<file path="config.mk">
export PLATFORM = sky130hd
export DESIGN_NAME = dmem_arbiter
export DESIGN_NICKNAME = d
export VERILOG_FILES = /design/src/rtl/dmem_arbiter.sv
export SDC_FILE = /design/constraint.sdc
export NUM_CORES = 1
export LEC_CHECK = 0
export CAP_MARGIN = 25
export CORE_ASPECT_RATIO = 0.75
export CORE_MARGIN = 2
export CORE_UTILIZATION = 38
export CTS_BUF_LIST = sky130_fd_sc_hd__clkbuf_4 sky130_fd_sc_hd__clkbuf_8 sky130_fd_sc_hd__clkbuf_16
export DETAILED_ROUTE_END_ITERATION = 8
export GPL_TIMING_DRIVEN = 0
export PLACE_DENSITY = 0.81
export SLEW_MARGIN = 5
export SYNTH_ARGS = -nofsm -noshare
export SYNTH_HDL_FRONTEND = slang
export SYNTH_SLANG_ARGS = --single-unit
</file>
<file path="constraint.sdc">
create_clock -name clk -period 1.71 [get_ports clk]
set_clock_uncertainty 0.1 [all_clocks]
set_input_delay 0.513 -clock clk [delete_from_list [all_inputs] [get_ports clk]]
set_output_delay 0.513 -clock clk [all_outputs]
set_load 0.02 [all_outputs]
</file>
<file path="src/rtl/dmem_arbiter.sv">
// dmem_arbiter: shares one single-port synchronous SRAM between the core and
// a debug/loader port. Every access walks IDLE -> ISSUE -> RESP -> IDLE, ties
// are broken round-robin, and ready/rdata are registered so that a request
// seen in IDLE at edge N is answered by a ready pulse after edge N+2.
// Optional feature: define DMEM_ARB_LED_EN to decode LED_ADDR as a 6-bit
// active-low LED register instead of an SRAM word.
module dmem_arbiter #(
    parameter logic [31:0] LED_ADDR = 32'd8,
    parameter int          AD_W     = 8
) (
    input  logic            clk,
    input  logic            sys_rst_n,
    input  logic            core_req,
    input  logic            core_we,
    input  logic [31:0]     core_addr,
    input  logic [31:0]     core_wdata,
    output logic [31:0]     core_rdata,
    output logic            core_ready,
    input  logic            dbg_req,
    input  logic            dbg_we,
    input  logic [31:0]     dbg_addr,
    input  logic [31:0]     dbg_wdata,
    output logic [31:0]     dbg_rdata,
    output logic            dbg_ready,
    output logic [AD_W-1:0] mem_ad,
    output logic [31:0]     mem_din,
    output logic            mem_wre,
    input  logic [31:0]     mem_dout,
    output logic [5:0]      led
);

`ifdef DMEM_ARB_LED_EN
    localparam bit LED_EN = 1'b1;
`else
    localparam bit LED_EN = 1'b0;
`endif

    typedef enum logic [1:0] {
        IDLE,
        ISSUE,
        RESP
    } state_t;

    state_t      state;
    state_t      state_next;

    // last_grant / grant_dbg: 1 means the debug port, 0 means the core.
    logic        last_grant;
    logic        grant_dbg;
    logic        lat_we;
    logic [31:0] lat_addr;
    logic [31:0] lat_wdata;

    logic        take;
    logic        pick_dbg;
    logic        led_hit;
    logic [31:0] resp_data;

    // Next-state and arbitration: in IDLE pick a single requester, or on a tie
    // the one that was not granted last time.
    always_comb begin
        state_next = state;
        take       = 1'b0;
        pick_dbg   = 1'b0;
        case (state)
            IDLE: begin
                if (core_req && dbg_req) begin
                    take     = 1'b1;
                    pick_dbg = ~last_grant;
                end else if (core_req) begin
                    take     = 1'b1;
                    pick_dbg = 1'b0;
                end else if (dbg_req) begin
                    take     = 1'b1;
                    pick_dbg = 1'b1;
                end
                if (take) begin
                    state_next = ISSUE;
                end
            end
            ISSUE:   state_next = RESP;
            RESP:    state_next = IDLE;
            default: state_next = IDLE;
        endcase
    end

    // State register; reset aborts any access in flight.
    always_ff @(posedge clk or negedge sys_rst_n) begin
        if (!sys_rst_n) begin
            state <= IDLE;
        end else begin
            state <= state_next;
        end
    end

    // Capture the winner's request and remember who won for the next tie.
    always_ff @(posedge clk or negedge sys_rst_n) begin
        if (!sys_rst_n) begin
            last_grant <= 1'b1;
            grant_dbg  <= 1'b0;
            lat_we     <= 1'b0;
            lat_addr   <= 32'd0;
            lat_wdata  <= 32'd0;
        end else if (take) begin
            last_grant <= pick_dbg;
            grant_dbg  <= pick_dbg;
            lat_we     <= pick_dbg ? dbg_we    : core_we;
            lat_addr   <= pick_dbg ? dbg_addr  : core_addr;
            lat_wdata  <= pick_dbg ? dbg_wdata : core_wdata;
        end
    end

    // The LED decode compares the full byte address; it is forced off when the
    // feature is not built, leaving LED_ADDR an ordinary SRAM word.
    assign led_hit = LED_EN && (lat_addr == LED_ADDR);

    // SRAM drive: word address wraps (byte offset and high bits dropped), and
    // the write strobe is only raised in ISSUE for a non-LED write.
    assign mem_ad  = lat_addr[AD_W+1:2];
    assign mem_din = lat_wdata;
    assign mem_wre = (state == ISSUE) && lat_we && !led_hit;

    // Response value: writes return zero, LED reads return the uninverted LED
    // pattern, everything else returns the SRAM output.
    always_comb begin
        resp_data = 32'd0;
        if (!lat_we) begin
            if (led_hit) begin
                resp_data = {26'd0, ~led};
            end else begin
                resp_data = mem_dout;
            end
        end
    end

    // Registered one-cycle ready pulse and sticky read data for the winner.
    always_ff @(posedge clk or negedge sys_rst_n) begin
        if (!sys_rst_n) begin
            core_ready <= 1'b0;
            dbg_ready  <= 1'b0;
            core_rdata <= 32'd0;
            dbg_rdata  <= 32'd0;
        end else begin
            core_ready <= 1'b0;
            dbg_ready  <= 1'b0;
            if (state == RESP) begin
                if (grant_dbg) begin
                    dbg_ready <= 1'b1;
                    dbg_rdata <= resp_data;
                end else begin
                    core_ready <= 1'b1;
                    core_rdata <= resp_data;
                end
            end
        end
    end

    // LED register, active-low; only an LED write in ISSUE changes it.
    always_ff @(posedge clk or negedge sys_rst_n) begin
        if (!sys_rst_n) begin
            led <= 6'h3F;
        end else if ((state == ISSUE) && lat_we && led_hit) begin
            led <= ~lat_wdata[5:0];
        end
    end

endmodule

</file>
==> flow_metrics.env <==
export IMPL_run_status="finished with violations"
export IMPL_violations="setup timing"
export IMPL_hold_path_endpoint="last_grant"
export IMPL_finish_cell_count_without_fillers=829
export IMPL_cts_buffers=9
export IMPL_worstSetupPathType="reg -> out"
export IMPL_via_count_of_the_first_global_routing_pass=4411
export IMPL_grt_max_degree=70
export IMPL_gp_routability_congestion=0.873
export IMPL_min_path_type="in -> reg"
export IMPL_drt_first_iter_violations=225
export IMPL_post_drt_wl_per_cell_um=17.8
export IMPL_synth_cell_area_um2=4780
export IMPL_leakage_nw=3.34
export IMPL_netlist_instances=415
export IMPL_place_inst=810
export IMPL_area_used_by_multi_input_combinational_logic_um2=1760
export IMPL_timing_critical_path_slowest_cell_delay_ps=420
export IMPL_ioPinCount=279
export IMPL_final_hold_fails=0
export IMPL_dp_hpwl_um=11200
export IMPL_mostFrequentLayoutCell="sky130_fd_sc_hd__clkdlybuf4s50_1"
export IMPL_syn_area_per_cell_um2=11.5
export IMPL_nets_final=824
export IMPL_fmax_mhz=558
export IMPL_report_final_setup_viol=1
export IMPL_grt_remaining_overflow=0
export IMPL_r2r_end="mem_din[14]"
export IMPL_drt_total_wl_um=14800
export IMPL_most_frequent_cells_in_the_layout="sky130_fd_sc_hd__clkdlybuf4s50_1, sky130_fd_sc_hd__dfrtp_1, sky130_fd_sc_hd__dlygate4sd2_1, sky130_fd_sc_hd__nand2_1, sky130_fd_sc_hd__nand4b_1"
export IMPL_synth_seq_area_share=0.582
export IMPL_grt_setup_unrepaired="yes"
export IMPL_worst_slew_pin_transition_ps=526
export IMPL_vias=4251
export IMPL_ys_types=25
export IMPL_dp_worst_setup_slack_ps=-665
export IMPL_post_layout_total_power_mw=12.6
export IMPL_report_final_slew_viol_count=0
export IMPL_layout_cell_share_with_drive_strength_beyond_1=0.181
export IMPL_ys_seq_elements=111
export IMPL_layout_filler_cells=1013
export IMPL_postRouteAntennaNets=0
export IMPL_post_route_drc_count=0
export IMPL_min_period_ps=1790
export IMPL_critical_path_peak_fanout=4
export IMPL_antenna_found_initial=0
export IMPL_setup_ws_ps=-81.6
export IMPL_grt_first_pass_wirelength_um=23200
export IMPL_buffers_and_inverters_on_the_worst_path=1
export IMPL_hold_start="core_req"
export IMPL_worst_r2r_path_depth=4
export IMPL_timing_critical_path_slowest_stage_cell="sky130_fd_sc_hd__dfrtp_1"
export IMPL_worst_endpoint_arrival_ps=1180
export IMPL_critical_path_top_delay_family="flip-flops"
export IMPL_post_route_period_util=1.05
export IMPL_drt_vias_per_instance=5.13
export IMPL_register_to_register_setup_slack_ps=80
export IMPL_die_height_um=101
export IMPL_fin_setup_tns_ps=-81.6
export IMPL_port_buffers=223
export IMPL_finalCoreUtilization=0.614
export IMPL_firstDrtPassIters=4
export IMPL_tritoncts_num_sinks=111
export IMPL_grt_total_usage=0.222
export IMPL_worstHoldPathCells=2
export IMPL_cts_clk_slew_worst_paths_ps=70
export IMPL_max_slew_margin=0.649
export IMPL_placeableCoreArea_um2=12300
export IMPL_cts_root_buffer="sky130_fd_sc_hd__clkbuf_16"
export IMPL_rows=35
export IMPL_r2r_start="state[1]"
export IMPL_cts_buffer_depth=2
export IMPL_irDropWorstVdd_v=0.00105
export IMPL_syn2layout_area_growth_pct=57.5
export IMPL_worst_ep_required_time_ps=1100
export IMPL_kind_of_start_point_of_the_critical_path="flop"
export IMPL_regArea_um2=2780
export IMPL_tritoncts="done"
export IMPL_cp_end_kind="output port"
export IMPL_clock_latency_ps=340
export IMPL_crit_chain="nor2b_4, and2_4, buf_6"
export IMPL_power_per_cell_area_nw_per_um2=1680
export IMPL_n_diodes=0
export IMPL_floorplan_initialDensity=0.389
export IMPL_design_die_area_um2=13500
export IMPL_synth_warning_count=0
export IMPL_h_tree_depth=3
export IMPL_max_cap_violations=0
export IMPL_die_span_x_um=133
## final cells by class
type / instances / share of cell area
sequential: 111 / 0.370
inverter: 3 / 0.00150
tap: 166 / 0.0276
clock inverter: 6 / 0.00915
multi-input combinational: 261 / 0.234
timing repair buffer: 228 / 0.291
buffer: 44 / 0.0363
clock buffer: 10 / 0.0309
## cells in the mapped netlist
master / count / area [µm²]
sky130_fd_sc_hd__dfrtp_1: 110 / 2750
sky130_fd_sc_hd__nand2_1: 65 / 244
sky130_fd_sc_hd__nand4b_1: 41 / 359
sky130_fd_sc_hd__o221a_2: 38 / 428
sky130_fd_sc_hd__nand2b_1: 33 / 206
sky130_fd_sc_hd__o21ai_0: 33 / 165
sky130_fd_sc_hd__clkbuf_1: 22 / 82.6
sky130_fd_sc_hd__o21ai_2: 17 / 149
sky130_fd_sc_hd__o21ai_1: 15 / 75.1
sky130_fd_sc_hd__buf_2: 10 / 50.1
sky130_fd_sc_hd__buf_4: 7 / 52.6
sky130_fd_sc_hd__buf_6: 6 / 67.6
sky130_fd_sc_hd__inv_1: 3 / 11.3
sky130_fd_sc_hd__o221a_1: 3 / 33.8
sky130_fd_sc_hd__nand3_1: 2 / 10.0
sky130_fd_sc_hd__a21oi_1: 1 / 5.00
sky130_fd_sc_hd__a31oi_1: 1 / 6.26
sky130_fd_sc_hd__and2_1: 1 / 6.26
sky130_fd_sc_hd__conb_1: 1 / 3.75
sky130_fd_sc_hd__dfstp_2: 1 / 26.3
sky130_fd_sc_hd__nand3b_1: 1 / 7.51
sky130_fd_sc_hd__nor2_4: 1 / 11.3
sky130_fd_sc_hd__nor2b_1: 1 / 6.26
sky130_fd_sc_hd__o21a_1: 1 / 7.51
sky130_fd_sc_hd__or3b_1: 1 / 8.76
## logic make-up (layout without fill, tap and decap cells)
group | after synthesis | count (layout) | share of synthesized area
buffers and inverters | 48 | 291 | 0.0553
AO/OA/AOI/OAI | 109 | 109 | 0.182
flip-flops | 111 | 111 | 0.582
other | 1 | 6 | 0.000785
AND/OR/NAND/NOR | 146 | 146 | 0.180
## per-stage QoR
| stage | cell area [µm²] | hold slack [ps] |
|---|---|---|
| global placement | 7230 | 362 |
| detailed placement | 7260 | 356 |
| floorplan | 4790 | 117 |
| finish | 7520 | 344 |
| global route | 7520 | 349 |
| CTS | 7490 | 379 |
## flip-flops by register name (all words and copies together) (netlist names)
register    flops
core_ready      1
mem_din        32
dbg_rdata      32
core_rdata     32
lat_we          1
lat_addr        8
last_grant      1
state           2
grant_dbg       1
dbg_ready       1
## worst register-to-register path, stage by stage, from the launching register on
cell and delay [ps]:
sky130_fd_sc_hd__dfrtp_1 460, sky130_fd_sc_hd__nor2_4 210, sky130_fd_sc_hd__nand3_1 220, sky130_fd_sc_hd__clkbuf_2 260, sky130_fd_sc_hd__o221a_2 280
## repair_timing
action,CTS,global route
hold endpoints to repair,42,0
buffers inserted,3,0
resized for setup,126,53
hold buffers,1,0
endpoints found under the setup margin,146,68
pin swaps,1,1
cloned,0,0
## metal layers
layer,wire [µm],up-vias,GRT usage,share of wire
met2,7300,178,0.386,0.49
met4,254,0,0.0597,0.017
met3,1020,22,0.0644,0.069
li1,-,1987,-,-
met5,0,-,0,0
met1,6200,2064,0.273,0.42
## power breakdown
part           internal, mW  switching, mW
sequential             3.67          0.660
combinational          2.70           3.49
clock                  1.16          0.949
total                  7.53           5.10
## worst max path at each step
stage	startpoint	slack, ps	end	cells after the start
final	state[0]	-80	mem_wre	3
after global routing	state[0]	-150	mem_wre	3
after detailed placement	lat_we	-670	mem_wre	3
after CTS	state[0]	-150	mem_wre	3
after floorplan	dbg_req	120	lat_addr[3]	5
after global placement	sys_rst_n	-4060	mem_din[13]	1
Note: power is estimated with default switching activity, not from simulation.
